## config.mk

```make
export PLATFORM = sky130hd
export DESIGN_NAME = sigprod_round
export DESIGN_NICKNAME = d
export VERILOG_FILES = /design/src/rtl/sigmul_pkg.sv /design/src/rtl/sigprod_rne.sv /design/src/rtl/sigprod_round.sv
export SDC_FILE = /design/constraint.sdc
export NUM_CORES = 1
export LEC_CHECK = 0
export CAP_MARGIN = 30
export CORE_MARGIN = 3
export CORE_UTILIZATION = 40
export CTS_CLUSTER_SIZE = 12
export DETAILED_ROUTE_END_ITERATION = 7
export DONT_BUFFER_PORTS = 1
export MAX_ROUTING_LAYER = met4
export PLACE_DENSITY = 0.6
export SLEW_MARGIN = 20
export SYNTH_ARGS = -nofsm -noshare
export SYNTH_HDL_FRONTEND = slang
export SYNTH_SLANG_ARGS = --single-unit
```

## constraint.sdc

```tcl
create_clock -name clk -period 2.3 [get_ports clk]
set_input_delay 0.23 -clock clk [delete_from_list [all_inputs] [get_ports clk]]
set_output_delay 0.23 -clock clk [all_outputs]
set_load 0.05 [all_outputs]
```

## src/rtl/sigmul_pkg.sv

```systemverilog
// Shared widths for the significand multiply / round datapath.
package sigmul_pkg;

  // Fraction width without the hidden bit (10 -> binary16).
  localparam int NSIG_DEF = 10;

  // Exponent increment out of the rounder spans 0..2.
  localparam int EINCW = 2;

  // Significand width including the hidden bit.
  function automatic int sig_width(input int nsig);
    return nsig + 1;
  endfunction

  // Raw product width of two significands.
  function automatic int prod_width(input int nsig);
    return 2 * nsig + 2;
  endfunction

endpackage

```

## src/rtl/sigprod_rne.sv

```systemverilog
// Round-to-nearest-even on a normalized significand with guard/sticky.
// A carry out of the significand renormalizes to 1.00..0 and bumps the exponent.
module sigprod_rne
  import sigmul_pkg::*;
#(
  parameter int NSIG = NSIG_DEF
) (
  input  logic [NSIG:0]      sig_n,
  input  logic               guard,
  input  logic               sticky,
  input  logic               einc1,
  output logic [NSIG:0]      sig,
  output logic [EINCW-1:0]   einc,
  output logic               inexact
);

  logic            rup;
  logic [NSIG+1:0] sum;

  // Increment on more-than-half, or exactly half with an odd lsb.
  always_comb begin
    rup     = guard & (sticky | sig_n[0]);
    sum     = {1'b0, sig_n} + {{(NSIG + 1){1'b0}}, rup};
    inexact = guard | sticky;
    if (sum[NSIG+1]) begin
      sig  = sum[NSIG+1:1];
      einc = EINCW'(einc1) + EINCW'(1);
    end else begin
      sig  = sum[NSIG:0];
      einc = EINCW'(einc1);
    end
  end

endmodule

```

## src/rtl/sigprod_round.sv

```systemverilog
// Normalize and round a raw significand product.
// Stage 1 registers the normalized significand with guard/sticky; stage 2
// registers the rounded result. Plain valid/ready pipeline, one result per cycle.
module sigprod_round
  import sigmul_pkg::*;
#(
  parameter int NSIG = NSIG_DEF
) (
  input  logic                   clk,
  input  logic                   rst_n,
  input  logic                   in_valid,
  output logic                   in_ready,
  input  logic [2*NSIG+1:0]      in_p,
  output logic                   out_valid,
  input  logic                   out_ready,
  output logic [NSIG:0]          out_sig,
  output logic [EINCW-1:0]       out_einc,
  output logic                   out_inexact,
  output logic                   out_zero
);

  localparam int SIGW  = sig_width(NSIG);
  localparam int PRODW = prod_width(NSIG);

  logic s1_en;
  logic s2_en;

  logic [SIGW-1:0] nrm_sig;
  logic            nrm_guard;
  logic            nrm_sticky;
  logic            nrm_einc;
  logic            nrm_zero;

  logic            s1_valid_q,  s1_valid_d;
  logic [SIGW-1:0] s1_sig_q,    s1_sig_d;
  logic            s1_guard_q,  s1_guard_d;
  logic            s1_sticky_q, s1_sticky_d;
  logic            s1_einc_q,   s1_einc_d;
  logic            s1_zero_q,   s1_zero_d;

  logic [SIGW-1:0]  rne_sig;
  logic [EINCW-1:0] rne_einc;
  logic             rne_inexact;

  logic             s2_valid_q,   s2_valid_d;
  logic [SIGW-1:0]  s2_sig_q,     s2_sig_d;
  logic [EINCW-1:0] s2_einc_q,    s2_einc_d;
  logic             s2_inexact_q, s2_inexact_d;
  logic             s2_zero_q,    s2_zero_d;

  // Stage enables: a stage may load when empty or when its contents move on.
  always_comb begin
    s2_en    = ~s2_valid_q | out_ready;
    s1_en    = ~s1_valid_q | s2_en;
    in_ready = s1_en;
  end

  // Normalize: right-shift by one when the product has a carry into the top bit.
  // Products below 1.0 (top two bits 00) are passed through unshifted.
  always_comb begin
    if (in_p[PRODW-1]) begin
      nrm_sig    = in_p[PRODW-1:NSIG+1];
      nrm_guard  = in_p[NSIG];
      nrm_sticky = |in_p[NSIG-1:0];
      nrm_einc   = 1'b1;
    end else begin
      nrm_sig    = in_p[PRODW-2:NSIG];
      nrm_guard  = in_p[NSIG-1];
      nrm_sticky = |in_p[NSIG-2:0];
      nrm_einc   = 1'b0;
    end
    nrm_zero = (in_p == '0);
  end

  // Stage 1 next-state: capture a normalized product on an input transfer.
  always_comb begin
    s1_valid_d  = s1_valid_q;
    s1_sig_d    = s1_sig_q;
    s1_guard_d  = s1_guard_q;
    s1_sticky_d = s1_sticky_q;
    s1_einc_d   = s1_einc_q;
    s1_zero_d   = s1_zero_q;
    if (s1_en) begin
      s1_valid_d = in_valid;
      if (in_valid) begin
        s1_sig_d    = nrm_sig;
        s1_guard_d  = nrm_guard;
        s1_sticky_d = nrm_sticky;
        s1_einc_d   = nrm_einc;
        s1_zero_d   = nrm_zero;
      end
    end
  end

  sigprod_rne #(
    .NSIG (NSIG)
  ) u_rne (
    .sig_n   (s1_sig_q),
    .guard   (s1_guard_q),
    .sticky  (s1_sticky_q),
    .einc1   (s1_einc_q),
    .sig     (rne_sig),
    .einc    (rne_einc),
    .inexact (rne_inexact)
  );

  // Stage 2 next-state: capture the rounded result; a zero product forces
  // every other field to zero so the pack stage sees a clean encoding.
  always_comb begin
    s2_valid_d   = s2_valid_q;
    s2_sig_d     = s2_sig_q;
    s2_einc_d    = s2_einc_q;
    s2_inexact_d = s2_inexact_q;
    s2_zero_d    = s2_zero_q;
    if (s2_en) begin
      s2_valid_d = s1_valid_q;
      if (s1_valid_q) begin
        if (s1_zero_q) begin
          s2_sig_d     = '0;
          s2_einc_d    = '0;
          s2_inexact_d = 1'b0;
          s2_zero_d    = 1'b1;
        end else begin
          s2_sig_d     = rne_sig;
          s2_einc_d    = rne_einc;
          s2_inexact_d = rne_inexact;
          s2_zero_d    = 1'b0;
        end
      end
    end
  end

  // Pipeline registers; reset empties both stages and clears all data.
  always_ff @(posedge clk or negedge rst_n) begin
    if (!rst_n) begin
      s1_valid_q   <= 1'b0;
      s1_sig_q     <= '0;
      s1_guard_q   <= 1'b0;
      s1_sticky_q  <= 1'b0;
      s1_einc_q    <= 1'b0;
      s1_zero_q    <= 1'b0;
      s2_valid_q   <= 1'b0;
      s2_sig_q     <= '0;
      s2_einc_q    <= '0;
      s2_inexact_q <= 1'b0;
      s2_zero_q    <= 1'b0;
    end else begin
      s1_valid_q   <= s1_valid_d;
      s1_sig_q     <= s1_sig_d;
      s1_guard_q   <= s1_guard_d;
      s1_sticky_q  <= s1_sticky_d;
      s1_einc_q    <= s1_einc_d;
      s1_zero_q    <= s1_zero_d;
      s2_valid_q   <= s2_valid_d;
      s2_sig_q     <= s2_sig_d;
      s2_einc_q    <= s2_einc_d;
      s2_inexact_q <= s2_inexact_d;
      s2_zero_q    <= s2_zero_d;
    end
  end

  // Outputs come straight from the stage-2 registers.
  always_comb begin
    out_valid   = s2_valid_q;
    out_sig     = s2_sig_q;
    out_einc    = s2_einc_q;
    out_inexact = s2_inexact_q;
    out_zero    = s2_zero_q;
  end

endmodule

```

; ---- After elaboration in Yosys (flattened, before gate mapping)
; Index checks and enable logic that the tools add are counted.
[totals]
reg_bits = 32
out_inout_bits = 17
word_cells = 35
[op_classes]
add_sub_neg = 2
mux = 10
bitwise_logic = 7
reduce_logical = 5
[ops]
columns = op, n
row1 = 11-bit 2-to-1 mux, 3
row2 = 22-bit logical NOT, 1
row3 = 11-bit by 1-bit adder with 12-bit output, 1
row4 = 10-bit OR reduction, 1
row5 = 9-bit OR reduction, 1
row6 = 1-bit 2-to-1 mux, 5
row7 = 2-bit 2-to-1 mux, 2
row8 = 1-bit OR, 4
row9 = 2-bit AND reduction, 2
row10 = 1-bit by 1-bit adder with 2-bit output (second input constant), 1
row11 = 1-bit NOT, 2
row12 = 1-bit AND, 1

; ---- Logic depth before layout (Yosys ltp)
[depth]
ltp_word = 5
mapped_depth = 8

; ---- Modules after synthesis
; From an unflattened synthesis, not the netlist that was laid out.
[hier_totals]
hier_cells = 171
area_unflattened_um2 = 1836.8
[modules_own_cells]
columns = mod, n_inst, cells_each, area_per_inst_um2
row1 = sigprod_round, 1, 124, 1505.2
row2 = sigprod_rne, 1, 47, 331.6

; ---- Least setup slack after synthesis
; Ideal clock, no wire load.
[synth_timing]
kind = reg-to-reg
startpoint = register s2_valid_q, in the netlist out_valid
endpoint = register s1_zero_q
setup_time_ns = 0.096
arrival_time_ns = 2.024
required_time_ns = 2.204
path_slack_ns = 0.180
path_stages_with_launch = 6
synth_period_minus_slack_ns = 2.120
cell_sequence = dfrtp_1 -> nand3b_1 -> nand2_1 -> clkbuf_1 -> nand2_1 -> o31ai_1
[synth_via]
elab_chain_len = 4
[synth_rtl]
columns = item, line_no
row1 = from (decl), sigprod_round.sv:45  ; logic s2_valid_q, s2_valid_d;
row2 = from (signal assigned), sigprod_round.sv:154  ; s2_valid_q <= s2_valid_d;
row3 = 1-bit NOT, sigprod_round.sv:53  ; s2_en = ~s2_valid_q | out_ready;
row4 = 1-bit OR, sigprod_round.sv:53
row5 = 1-bit OR, sigprod_round.sv:54  ; s1_en = ~s1_valid_q | s2_en;
row6 = named net in_ready, sigprod_round.sv:12  ; output logic in_ready,
row7 = 2-bit AND reduction (no source line), --
row8 = to (signal assigned), sigprod_round.sv:153  ; s1_zero_q <= s1_zero_d;
row9 = to (decl), sigprod_round.sv:39  ; logic s1_zero_q, s1_zero_d;
; The timed path passes the listed nets, and every way through them passes these cells.
; A chain may end at the register's enable or synchronous reset.

; ---- Worst setup path in the final report
[layout_timing]
startpoint = register s1_sticky_q
endpoint = register s2_sig_q[10], in the netlist out_sig[10]
[layout_via]
elab_chain_len = 5
[layout_rtl]
columns = item, line_no
row1 = from (decl), sigprod_round.sv:37  ; logic s1_sticky_q, s1_sticky_d;
row2 = from (signal assigned), sigprod_round.sv:151  ; s1_sticky_q <= s1_sticky_d;
row3 = 1-bit OR, sigprod_rne.sv:22  ; rup = guard & (sticky | sig_n[0]);
row4 = 1-bit AND, sigprod_rne.sv:22
row5 = 11-bit by 1-bit adder with 12-bit output, sigprod_rne.sv:23  ; sum = {1'b0, sig_n} + {{(NSIG + 1){1'b0}}, rup};
row6 = 11-bit 2-to-1 mux, sigprod_rne.sv:25  ; if (sum[NSIG+1]) begin
row7 = 11-bit 2-to-1 mux, sigprod_round.sv:118  ; if (s1_zero_q) begin
row8 = to (signal assigned), sigprod_round.sv:155  ; s2_sig_q <= s2_sig_d;
row9 = to (decl), sigprod_round.sv:46  ; logic [SIGW-1:0] s2_sig_q, s2_sig_d;
; Every way passes these cells.

==> summary.md <==
| Metric | Value |
|---|---|
| CP Launch Type | flip-flop |
| Hold WS | between 0.05 and 0.06 ns |
| Synth top area cells | dfrtp_1, mux2i_1, nand2_1, o21ai_0, o31ai_1 |
| Critical Path RT | roughly 2.5 ns |
| Combinational power share | 0.146 |
| CTS clock-pin slew for the worst setup and hold paths | 0.06 ns |
| Critical path class | flip-flop to flip-flop |
| Pwr Density | 839 nW/um^2 |
| Register bit count reported by yosys | 32 |
| Total congestion overflow | 0 |
| Number of flops mapped to enable cells by yosys | 0 |
| Clk sinks | 32 |
| Status | complete, no violations |
| Sequential share of the synthesized area | 0.487 |
| ANT cells | 0 |
| Yosys cell types | 34 |
| Synthesis-to-layout area growth | 10.1% |
| DR iter-0 viols | ~70 |
| Port bufs | 0 |
| Fin crit period | between 2 and 2.5 ns |
| RSZ-0062 raised after global routing | no |
| Mapped Avg Cell Area | approximately 10 sq um |
| Netlist Area Pre-Place | between 1500 and 2000 sq um |
| Final Hold Fails | 0 |
| Drt drc | 0 |
| Area share of the largest cell type after synthesis | 0.487 |
| Switch Pwr | around 0.57 mW |
| VDD IR max | 336 uV |
| Htree depth | 2 |
| Clock root buffer | clkbuf_8 |
| DP HPWL | ~2.7 mm |
| Cells after synthesis | 165 |
| Endpoints failing setup | 0 |
| Crit-path cells | o21a_1 -> ha_1 -> ha_1 -> and4_2 -> nand4_1 -> mux2_2 -> a22o_1 |
| Asr flop ratio synth | 1.00 |
| Die Y | 70.1 um |
| Pin count of the biggest net entering global routing | 33 |
| Max_cap viols | 0 |
| DR WL/cell | about 16 um |
| Sw Ratio | 0.376 |
| First-pass GRT wire length | roughly 5.8 mm |
| DR pass1 iterations | 4 |
| Core ar. | 3800 sq um |
| Vias in the first global route | around 1200 |
| Share of power burned in registers | 0.608 |
| Most common cell in the netlist | dfrtp_1 |
| Kind of end point of the critical path | flip-flop |
| Synth top cells by count | dfrtp_1, nand2_1, o21ai_0 |
| Dominant cell type by area after synthesis | dfrtp_1 |
| Slew HR | 0.657 |
| Fillers | 364 |
| Critical Path Most Common Cell | ha_1 |
| GRT Overall Usage | 0.156 |
| Clock power frac | 0.246 |
| Critical-path top delay cell | dfrtp_1 |
| Syn_nets | slightly below 200 |
| Primary FF master, synth | dfrtp_1 |
| WL final | 3.44 mm |
| FP Rows | 22 |
| GP Congestion | 0.777 |
| CTS tree | done |
| DIE AREA | a little under 5000 sq um |
| Leakage | 0.809 nW |
| Storage cell area | between 800 and 900 sq um |
| Internal power | between 0.9 and 1 mW |
| Fin crit share | 0.894 |
| Initial Utilization | 0.432 |
| CP Max Fanout | 6 |
| Initial antenna violation count | 0 |
| Multi-input gate area | between 800 and 900 sq um |
| Nets | 200 |
| Max Transition Viols Final | 0 |
| Worst-skew pair later-pin latency | 0.28 ns |
| Boundary Pins | 43 |
| Slew @ Worst Pin | between 0.5 and 0.6 ns |
| CTS buffer count | 5 |
| Max Root-Sink Buffers | 2 |
| Fmax | 0.487 GHz |
| Vias | around 1200 |
| Setup TNS | 0 ns |
| Antenna Violating Nets Remaining | 0 |
| CP peak stage delay | around 0.4 ns |
| Resize count post-CTS | 0 |
| Vias/cell | 5.68 |
| Ys Warns | 0 |
| Clk_skew | 0.00422 ns |
| Worst Path Arrival | roughly 2.2 ns |
| Die Width | between 70 and 80 um |
| Hold WC Path Type | primary input to flip-flop |
| Share of layout cells above drive strength 1 | 0.112 |
==> layout by cell type (no fill, tap or decap) <==
cell	instances
nand2_1	26
nand3_1	4
nand4_2	1
nor2_1	9
o31ai_1	8
nand2b_1	5
nand4_1	3
xor2_1	2
a21oi_1	2
nand3b_1	1
and4_2	2
and3_1	2
o21a_1	1
xnor2_1	2
dlygate4sd3_1	1
mux2i_1	11
inv_1	1
buf_4	5
clkbuf_8	5
dfrtp_1	32
buf_12	1
a21o_1	2
nor4_1	4
o21ai_0	17
nor3_1	3
mux2_4	1
nand4b_1	1
or2b_1	1
ha_1	3
a22o_1	3
a211oi_1	2
or4_4	1
a31oi_1	1
a32o_1	2
mux2_2	3
a41o_1	1
==> worst paths after layout <==
check,end,startpoint,slack [ns],cells after the start
max in group asynchronous,s1_sig_q[10],rst_n,1.74,2
min in group asynchronous,out_einc[0],rst_n,0.39,2
worst min register to register,out_valid,s1_valid_q,0.49,1
worst max register to register,out_sig[10],s1_sticky_q,0.24,7
worst min-delay path,s1_valid_q,in_valid,0.05,1
worst max-delay path,out_sig[10],s1_sticky_q,0.24,7
==> critical path, delay by kind of cell (launching register included) <==
kind                     cells  cell delay, ns
AO/OA/AOI/OAI                2            0.36
adder cells (fa/ha/maj)      2            0.45
multiplexers                 1            0.34
AND/OR/NAND/NOR              2            0.40
flip-flops                   1            0.39
==> cell type report <==
type | instances | area share
Clock buffer | 5 | 0.0380
Sequential cell | 32 | 0.443
Timing Repair Buffer | 7 | 0.0373
Inverter | 1 | 0.00207
Multi-Input combinational cell | 124 | 0.447
Tap cell | 48 | 0.0332
==> cells by family (layout without fill, tap and decap cells) <==
kind of cell / count (synthesis) / count (layout) / synth area share
xor gates and xnor gates: 4 / 4 / 0.0213
AOI/OAI and AO/OA: 39 / 39 / 0.155
DFF: 32 / 32 / 0.487
and+or+nand+nor: 63 / 63 / 0.196
muxes: 15 / 15 / 0.0967
adders and majority gates: 3 / 3 / 0.0229
buffers and inverters: 9 / 13 / 0.0206
==> per-layer routing <==
metal	track usage	wire length [um]	up-vias
li1	-	-	614
met1	0.194	1580	557
met2	0.230	1520	53
met3	0.0647	294	8
met4	0.0511	40	0
met5	-	0	-
==> per-stage QoR <==
stage                     cells  utilization  setup slack [ns]  cell area (sq um)  power, mW
after floorplan             165            -             0.180               1640       1.08
after global placement      210        0.450             0.299               1710       1.13
after detailed placement    210        0.450             0.252               1710       1.14
after CTS                   217        0.476             0.245               1810       1.53
after global routing        217        0.476             0.178               1810       1.60
final                       217        0.476             0.245               1810       1.52
==> power groups by stage <==
stage | sequential, mW | combinational [mW] | clock, mW
detailed placement | 0.935 | 0.209 | 0
CTS | 0.925 | 0.226 | 0.381
finish | 0.923 | 0.222 | 0.374
global route | 0.938 | 0.255 | 0.411
floorplan | 0.910 | 0.169 | 0
global placement | 0.929 | 0.204 | 0
==> timing repair <==
action	in CTS	in global routing
hold buffers	2	0
setup endpoints to repair	0	0
hold endpoints to repair	32	0
setup buffers	0	0
Power figures use the tool's default switching activity.
